[src/rtl/str_pkg.sv]
// Shared helpers for the vld/rdy stream width converters (serializer/deserializer).
package str_pkg;

  // Beat counter width; a 1-lane word still needs a 1-bit counter.
  function automatic int str_cnt_w(input int ratio);
    return (ratio > 1) ? $clog2(ratio) : 1;
  endfunction

  // Bit offset of a lane inside a packed wide word.
  function automatic int str_lane_off(input int lane, input int width);
    return lane * width;
  endfunction

endpackage

[src/rtl/str_serializer.sv]
// Wide-to-narrow stream converter: one RATIO-lane word in, RATIO beats out,
// final beat flagged with oup_str_last. Outputs registered, input ready combinational.
module str_serializer
  import str_pkg::*;
#(
  parameter int WIDTH     = 8,
  parameter int RATIO     = 4,
  parameter bit LSB_FIRST = 1'b1
) (
  input  logic                   i_clk,
  input  logic                   i_rst,
  input  logic [WIDTH*RATIO-1:0] inp_str_data,
  input  logic                   inp_str_vld,
  output logic                   inp_str_rdy,
  output logic [WIDTH-1:0]       oup_str_data,
  output logic                   oup_str_vld,
  output logic                   oup_str_last,
  input  logic                   oup_str_rdy
);

  localparam int TW        = WIDTH * RATIO;
  localparam int CW        = str_cnt_w(RATIO);
  // The lane presented next always sits at the same offset; the shift direction brings it there.
  localparam int FIRST_OFF = str_lane_off(LSB_FIRST ? 0 : RATIO - 1, WIDTH);
  localparam logic [CW-1:0] LAST_CNT = CW'(RATIO - 1);
  localparam logic [CW-1:0] PENULT   = CW'((RATIO > 1) ? RATIO - 2 : 0);

  logic [TW-1:0] sreg;
  logic [TW-1:0] sreg_adv;
  logic [CW-1:0] cnt;
  logic          oup_vld_i;
  logic          is_last;
  logic          in_fire;
  logic          out_fire;

  assign is_last     = (cnt == LAST_CNT);
  assign inp_str_rdy = !oup_vld_i | (oup_str_rdy & is_last);
  assign in_fire     = inp_str_vld & inp_str_rdy;
  assign out_fire    = oup_vld_i & oup_str_rdy;
  assign oup_str_vld = oup_vld_i;
  assign sreg_adv    = LSB_FIRST ? (sreg >> WIDTH) : (sreg << WIDTH);

  // Loading a new word wins over retiring the final beat, so back-to-back words have no bubble.
  always_ff @(posedge i_clk) begin
    if (i_rst) begin
      oup_vld_i    <= 1'b0;
      oup_str_last <= 1'b0;
      cnt          <= '0;
    end else if (in_fire) begin
      sreg         <= inp_str_data;
      cnt          <= '0;
      oup_vld_i    <= 1'b1;
      oup_str_data <= inp_str_data[FIRST_OFF +: WIDTH];
      oup_str_last <= (RATIO == 1);
    end else if (out_fire && !is_last) begin
      sreg         <= sreg_adv;
      cnt          <= cnt + 1'b1;
      oup_str_data <= sreg_adv[FIRST_OFF +: WIDTH];
      oup_str_last <= (cnt == PENULT);
    end else if (out_fire) begin
      oup_vld_i    <= 1'b0;
      oup_str_last <= 1'b0;
      cnt          <= '0;
    end
  end

endmodule
[config.mk]
export PLATFORM = sky130hd
export DESIGN_NAME = str_serializer
export DESIGN_NICKNAME = d
export VERILOG_FILES = /design/src/rtl/str_pkg.sv /design/src/rtl/str_serializer.sv
export SDC_FILE = /design/constraint.sdc
export NUM_CORES = 1
export LEC_CHECK = 0
export BUFFER_PORTS_ARGS = -buffer_cell sky130_fd_sc_hd__buf_4
export CAP_MARGIN = 15
export CELL_PAD_IN_SITES_DETAIL_PLACEMENT = 0
export CELL_PAD_IN_SITES_GLOBAL_PLACEMENT = 2
export CORE_MARGIN = 5
export CORE_UTILIZATION = 36
export DETAILED_ROUTE_END_ITERATION = 10
export GPL_ROUTABILITY_DRIVEN = 0
export PLACE_DENSITY = 0.8
export SYNTH_ARGS = -nofsm -noshare
export SYNTH_HDL_FRONTEND = slang
export SYNTH_SLANG_ARGS = --single-unit
[constraint.sdc]
create_clock -name i_clk -period 5.9 [get_ports i_clk]
set_input_delay 1.18 -clock i_clk [delete_from_list [all_inputs] [get_ports i_clk]]
set_output_delay 1.18 -clock i_clk [all_outputs]
set_load 0.005 [all_outputs]
## Word-level counts from Yosys, hierarchy flattened

Cells that the tools add are included.

- Bits in read-only memories: 0
- Memories kept: 0
- Latch bits: 0
- Word-level logic and storage cells: 33
- Register bits after elaboration: 44
- Bits in writable memories: 0
- Bits of input ports: 36

- Mux-type cells: 10
- $add $sub $neg: 1
- $lt $le $gt $ge: 0
- Divide/modulo/power cells: 0
- Eq/ne operators: 3
- Bitwise logic cells: 5
- Reduce and logical (&&, ||, !) cells: 9
- Multiply operators: 0
- Shift-type cells: 0

Operator list:

| kind | count |
|---|---|
| $mux W32 | 2 |
| $mux W8 | 2 |
| $reduce_bool A2 Y1 | 3 |
| $eq A2 B2 Y1 const B | 2 |
| $mux W1 | 4 |
| $mux W2 | 2 |
| $reduce_and A2 Y1 | 2 |
| $and A1 B1 Y1 | 3 |
| $add A2 B1 Y2 const B | 1 |
| $logic_not A1 Y1 | 2 |
| $ne A2 B2 Y1 const B | 1 |
| $reduce_or A2 Y1 | 1 |
| $logic_and A1 B1 Y1 | 1 |
| $not A1 Y1 | 1 |
| $or A1 B1 Y1 | 1 |

## Logic depth before layout (Yosys ltp)

Gate-level depths: netlist of the first run.

- Depth in word-level cells: 6
- Depth in mapped cells: 5
- Gate-level depth less buffers: 4

## Least setup slack after synthesis of the first run

No wires, ideal clock.

- Path type: input -> register
- Start point: input inp_str_vld
- End point: register oup_str_data[0], enable pin
- Required time: 5.430 ns
- Data arrival time: 3.833 ns
- Stages: 3
- Path slack: 1.597 ns
- Buffers on the path: 1
- Cells stage by stage: buf_4 -> inv_1 -> o31ai_1

- Cells in the longest elaborated chain, start to end: 3

Ends and longest elaborated chain:

| element | RTL line | text |
|---|---|---|
| from (decl) | str_serializer.sv:13 | `input logic inp_str_vld,` |
| $and A1 B1 Y1 | str_serializer.sv:38 | `assign in_fire = inp_str_vld & inp_str_rdy;` |
| $reduce_bool A2 Y1 (no source line) | -- |  |
| $reduce_and A2 Y1 (no source line) | -- |  |
| to (signal assigned) | str_serializer.sv:53 | `oup_str_data <= inp_str_data[FIRST_OFF +: WIDTH];` |
| to (signal assigned) | str_serializer.sv:58 | `oup_str_data <= sreg_adv[FIRST_OFF +: WIDTH];` |
| to (decl) | str_serializer.sv:15 | `output logic [WIDTH-1:0] oup_str_data,` |

Every way passes these cells.
A chain may end at the register's enable or synchronous reset.

## Worst setup path after layout of the first run

- Start point: input oup_str_rdy
- End point: output inp_str_rdy

- Cells in the longest elaborated chain, start to end: 2

Ends and longest elaborated chain:

| element | RTL line | text |
|---|---|---|
| from (decl) | str_serializer.sv:18 | `input logic oup_str_rdy` |
| $and A1 B1 Y1 | str_serializer.sv:37 | `assign inp_str_rdy = !oup_vld_i \| (oup_str_rdy & is_last);` |
| $or A1 B1 Y1 | str_serializer.sv:37 |  |
| to (decl) | str_serializer.sv:14 | `output logic inp_str_rdy,` |

Every way passes these cells.

==> flow_metrics.env, run 1 <==
export IMPL_synth_edf_count=32
export IMPL_drtIter0Drc=80
export IMPL_num_rows=26
export IMPL_finalClockSkew_ns=0.00835
export IMPL_finalCritPeriodShare_pct=61.5
export IMPL_synth_common_cells="32 x edfxtp_1, 26 x inv_1, 24 x nand2_1"
export IMPL_numCtsBuffers=5
export IMPL_maxCapViolCount=0
export IMPL_min_path_type="reg -> reg"
export IMPL_drive_gt1_share_pct=34.2
export IMPL_synth_area_leaders="edfxtp_1 52%, o32ai_1 9.9%, inv_1 5.3%"
export IMPL_max_stage_delay_ns=0.63
export IMPL_max_freq_ghz=0.276
export IMPL_antenna_found_initial=0
export IMPL_grt_pass1_wl_um=6020
export IMPL_drtAntennaViolNets=0
export IMPL_finalHoldViolations=0
export IMPL_clock_sinks=36
export IMPL_fin_tns_setup_ns=0
export IMPL_status="finished, final reports clean"
export IMPL_synthesis_nets=196
export IMPL_clockBufferDepth=2
export IMPL_max_slew_margin_pct=31.1
export IMPL_avgViaCountPerCell=4.84
export IMPL_ioPinCount=47
export IMPL_cts_root_buf="clkbuf_8"
export IMPL_diodes=0
export IMPL_p_total_mw=0.537
export IMPL_wire_per_inst_um=13.9
export IMPL_async_flop_share_pct=0
export IMPL_setup_viol=0
export IMPL_path_class="in -> out"
export IMPL_path_clk_slew_ns=0.06
export IMPL_synth_seq_area_share_pct=56.1
export IMPL_netlist_area_um2=1850
export IMPL_min_period_ns=3.63
export IMPL_synthFlopType="edfxtp_1"
export IMPL_synth_seq_cells=36
export IMPL_grt_pass1_vias=1290
export IMPL_vias=1258
export IMPL_syn_avg_cell_area_um2=11.7
export IMPL_ctsHoldBuffers=0
export IMPL_grt_max_degree=39
export IMPL_die_area_um2=6690
export IMPL_coreArea_um2=5040
export IMPL_leakagePower_nw=0.935
export IMPL_worstPathArrival_ns=2.45
export IMPL_post_cts_setup_buffers=0
export IMPL_seq_area_um2=1040
export IMPL_cts_tree="done"
export IMPL_die_h_um=81.8
export IMPL_yosys_warnings=0
export IMPL_cp_end_kind="output port"
export IMPL_grt_use_total_pct=11.7
export IMPL_cp_num_buf_inv=3
export IMPL_cp_cell_sequence="buf_4 -> a21boi_4 -> inv_2 -> buf_4"
export IMPL_final_nets=228
export IMPL_crit_slowest_cell="a21boi_4"
export IMPL_fin_area_um2=2230
export IMPL_drc=0
export IMPL_die_width_um=81.8
export IMPL_critical_path_required_ns=4.72
export IMPL_startpoint_type="input port"
export IMPL_dp_hpwl_um=2450
export IMPL_cpMostUsedCell="buf_4"
export IMPL_hold_ws_ns=0.593
export IMPL_yosys_cell_count_top_type="edfxtp_1"
export IMPL_cp_max_fo=26
export IMPL_cts_max_level=2
export IMPL_multi_input_area_um2=576
export IMPL_cellPowerDensity_nw_per_um2=240
export IMPL_synth_top_cell_by_area="edfxtp_1"
export IMPL_fillers=491
export IMPL_synth_top_area_share_pct=51.8
export IMPL_wl_um=3620
export IMPL_cts_resized=0
export IMPL_worst_pin_slew_ns=1.03
export IMPL_vdd_drop_max_mv=0.113
export IMPL_area_growth_pct=20.5
export IMPL_syn_inst=158
export IMPL_clk_latency_ns=0.29
export IMPL_start_util_pct=36.8
export IMPL_critical_path_top_delay_family="compound AO/OA/AOI/OAI gates"
export IMPL_overflow=0
export IMPL_slew_viol_final=0
export IMPL_numPortBuffers=46
export IMPL_synthDistinctLibCells=21
export IMPL_rsz0062_at_grt="false"
export IMPL_first_pass_iters=4
export IMPL_dpl_cell_area_um2=2160
-- power breakdown --
part           switching (mW)  internal (mW)
combinational          0.0368         0.0379
clock                  0.0821         0.0778
sequential            0.00465          0.297
-- flip-flops by register name, indices dropped and copies added (netlist names) --
| register | count |
|---|---|
| oup_str_vld | 1 |
| cnt | 2 |
| sreg | 25 |
| oup_str_last | 1 |
| oup_str_data | 7 |
-- final timing paths --
kind,to,cells past startpoint,slack (ns),from
setup reg to reg,sreg[24],4,3.85,cnt[0]
setup / recovery,inp_str_rdy,4,2.27,oup_str_rdy
hold / removal,oup_str_last,2,0.59,oup_str_last
hold reg to reg,oup_str_last,2,0.59,oup_str_last
-- per-stage QoR --
step / utilization, % / worst slack [ns] / std cells
global route: 44.3 / 2.17 / 260
detailed placement: 42.8 / 2.26 / 253
floorplan: - / 1.60 / 158
global placement: 42.8 / 2.29 / 253
finish: 44.3 / 2.27 / 260
CTS: 44.3 / 2.27 / 260
-- worst register-to-register path, stage by stage, from the launching register on --
cell	delay, ns
dfxtp_1	0.33
ha_1	0.28
a21boi_4	0.67
inv_2	0.27
and3_1	0.26
-- final cells by class --
| type | instances | area share, % |
|---|---|---|
| well taps | 70 | 3.92 |
| multi-input cells | 73 | 25.8 |
| clock buffers | 5 | 3.08 |
| inverters | 27 | 4.54 |
| clock inverters | 2 | 0.336 |
| flip-flops and latches | 36 | 46.6 |
| repair buffers | 47 | 15.8 |
-- per-layer routing --
metal	track usage, %	part of all wire [%]	up-vias
li1	-	-	628
met1	15.0	48	584
met2	17.8	43	40
met3	4.71	7.4	6
met4	4.32	1.2	0
met5	0	0	-
-- cells by family (layout without fill, tap and decap cells) --
logic type               count (synthesis)  count (layout)  synth area share (%)
AO/OA/AOI/OAI                           33              33                  18.3
adder cells (fa/ha/maj)                  2               2                  1.35
buffers and inverters                   49              81                  13.7
flip-flops                              36              36                  56.1
AND/OR/NAND/NOR                         38              38                  10.5
-- cells in the final DEF, fill, tap and decap left out, drive strengths merged --
| cell type | netlist | routed |
|---|---|---|
| clkbuf | 4 | 5 |
| a221oi | 3 | 3 |
| inv | 27 | 27 |
| a21oi | 1 | 1 |
| a21boi | 1 | 1 |
| o31ai | 1 | 1 |
| o32ai | 24 | 24 |
| ha | 2 | 2 |
| buf | 18 | 47 |
| edfxtp | 32 | 32 |
| or4bb | 3 | 3 |
| dfxtp | 4 | 4 |
| clkinv | 0 | 2 |
| nor2b | 1 | 1 |
| a21bo | 3 | 3 |
| nand2 | 24 | 24 |
| nand4b | 1 | 1 |
| and3 | 9 | 9 |
Note: power is estimated with default switching activity, not from simulation.
==> run 2: changes to the inputs <==
- CORE_UTILIZATION: 36 -> 30
- PLACE_DENSITY: 0.8 -> 0.71
- clock period: 5.9 -> 3.2 ns (I/O delays scaled with it)
==> flow_metrics.env, run 2 (synthesized netlist as in run 1, its figures left out) <==
export IMPL_startpoint_type="flip-flop"
export IMPL_die_width_um=88.6
export IMPL_leakagePower_nw=0.953
export IMPL_hold_ws_ns=0.577
export IMPL_worstHoldPathCells=2
export IMPL_fin_cells=268
export IMPL_grt_pass1_vias=1319
export IMPL_status="finished, final reports clean"
export IMPL_finalClockSkew_ns=0.00683
export IMPL_vias=1287
export IMPL_cellPowerDensity_nw_per_um2=442
export IMPL_largest_reg_flops=25
export IMPL_start_util_pct=31.1
export IMPL_layout_commonest_cell="buf_4"
export IMPL_die_area_um2=7850
export IMPL_whs_endpoint="oup_str_last"
export IMPL_vdd_drop_max_mv=0.151
export IMPL_wire_per_inst_um=14.4
export IMPL_ioPinCount=47
export IMPL_grt_pass1_wl_um=6310
export IMPL_rsz0062_at_grt="false"
export IMPL_maxCapViolCount=0
export IMPL_area_growth_pct=22.1
export IMPL_drtAntennaViolNets=0
export IMPL_clk_latency_ns=0.29
export IMPL_finalHoldViolations=0
export IMPL_numPortBuffers=46
export IMPL_r2r_end="sreg[23]"
export IMPL_antenna_found_initial=0
export IMPL_crit_slowest_cell="dfxtp_1"
export IMPL_dp_hpwl_um=2570
export IMPL_max_slew_margin_pct=72.5
export IMPL_p_total_mw=1.00
export IMPL_min_path_type="in -> reg"
export IMPL_finalCritPeriodShare_pct=75.1
export IMPL_numCtsBuffers=5
export IMPL_cts_resized=0
export IMPL_cp_end_kind="output port"
export IMPL_cts_tree="done"
export IMPL_reg2regPathDepth=4
export IMPL_worst_pin_slew_ns=0.412
export IMPL_cts_root_buf="clkbuf_8"
export IMPL_reg_top3="sreg x25, oup_str_data x7, cnt x2"
export IMPL_min_delay_start="i_rst"
export IMPL_post_cts_setup_buffers=0
export IMPL_fin_util_pct=38.0
export IMPL_max_stage_delay_ns=0.34
export IMPL_final_cell_mix="50 x buf_4, 32 x edfxtp_1, 26 x inv_1, 24 x nand2_1, 21 x o32ai_1"
export IMPL_largest_register="sreg"
export IMPL_diodes=0
export IMPL_drive_gt1_share_pct=35.8
export IMPL_cpMostUsedCell="buf_4"
export IMPL_min_period_ns=2.40
export IMPL_path_class="reg -> out"
export IMPL_cts_max_level=2
export IMPL_max_freq_ghz=0.416
export IMPL_first_pass_iters=4
export IMPL_path_clk_slew_ns=0.07
export IMPL_cp_max_fo=26
export IMPL_critical_path_required_ns=2.56
export IMPL_drtIter0Drc=76
export IMPL_r2r_slack_ns=1.16
export IMPL_final_nets=231
export IMPL_wl_um=3870
export IMPL_cp_cell_sequence="ha_1 -> a21boi_4 -> buf_4 -> inv_2 -> buf_4"
export IMPL_coreArea_um2=5960
export IMPL_ctsHoldBuffers=0
export IMPL_clockBufferDepth=2
export IMPL_overflow=0
export IMPL_fin_tns_setup_ns=0
export IMPL_grt_use_total_pct=10.6
export IMPL_grt_max_degree=39
export IMPL_slew_viol_final=0
export IMPL_clock_sinks=36
export IMPL_num_rows=28
export IMPL_setup_viol=0
export IMPL_die_h_um=88.6
export IMPL_r2r_start="cnt[0]"
export IMPL_numPlacedInstances=261
export IMPL_avgViaCountPerCell=4.80
export IMPL_worstPathArrival_ns=1.76
export IMPL_drc=0
==> run 2: cell types whose count changed in the layout (fill, tap and decap cells not counted) <==
cell	delta
clkbuf_1	+1
clkinv_2	+1
clkinv_1	-2
buf_4	+3
==> run 2: how the worst max path moves through the flow <==
stage                            endpoint  slack, ns         from
after global placement        inp_str_rdy       0.96  oup_str_rdy
after detailed placement      inp_str_rdy       0.94  oup_str_rdy
after floorplan           oup_str_data[0]       0.42  inp_str_vld
final                         inp_str_rdy       0.80       cnt[0]
after CTS                     inp_str_rdy       0.79       cnt[0]
after global routing          inp_str_rdy       0.73       cnt[0]
==> run 2: routing by layer <==
| layer | global-route usage [%] | part of all wire [%] | up-vias |
|---|---|---|---|
| met1 | 14.2 | 47 | 602 |
| met2 | 14.7 | 41 | 45 |
| met4 | 4.67 | 1.7 | 0 |
| met3 | 4.75 | 9.9 | 6 |
| met5 | 0 | 0 | - |
| li1 | - | - | 634 |
==> run 2: metrics by stage <==
stage | instance area, µm² | worst slack, ns
CTS | 2260 | 0.792
global route | 2260 | 0.726
floorplan | 1860 | 0.416
global placement | 2190 | 0.965
detailed placement | 2190 | 0.938
finish | 2260 | 0.797
==> run 2: layout make-up <==
type / count / area [µm²]
clock inverters: 1 / 5.00
well taps: 75 / 93.8
inverters: 27 / 101
clock buffers: 6 / 72.6
multi-input cells: 73 / 576
repair buffers: 50 / 375
fillers: 612 / 3690
flip-flops and latches: 36 / 1040
==> run 2: critical path, delay by kind of cell, from the launching register on <==
family / cells / cell delay, ns
AO/OA/AOI/OAI: 1 / 0.15
adder cells (fa/ha/maj): 1 / 0.29
buffers and inverters: 3 / 0.68
flip-flops: 1 / 0.34
==> run 2: report_power, final <==
part           switching, mW  internal, mW
Clock                  0.155         0.148
Combinational         0.0697        0.0718
Sequential           0.00895         0.548
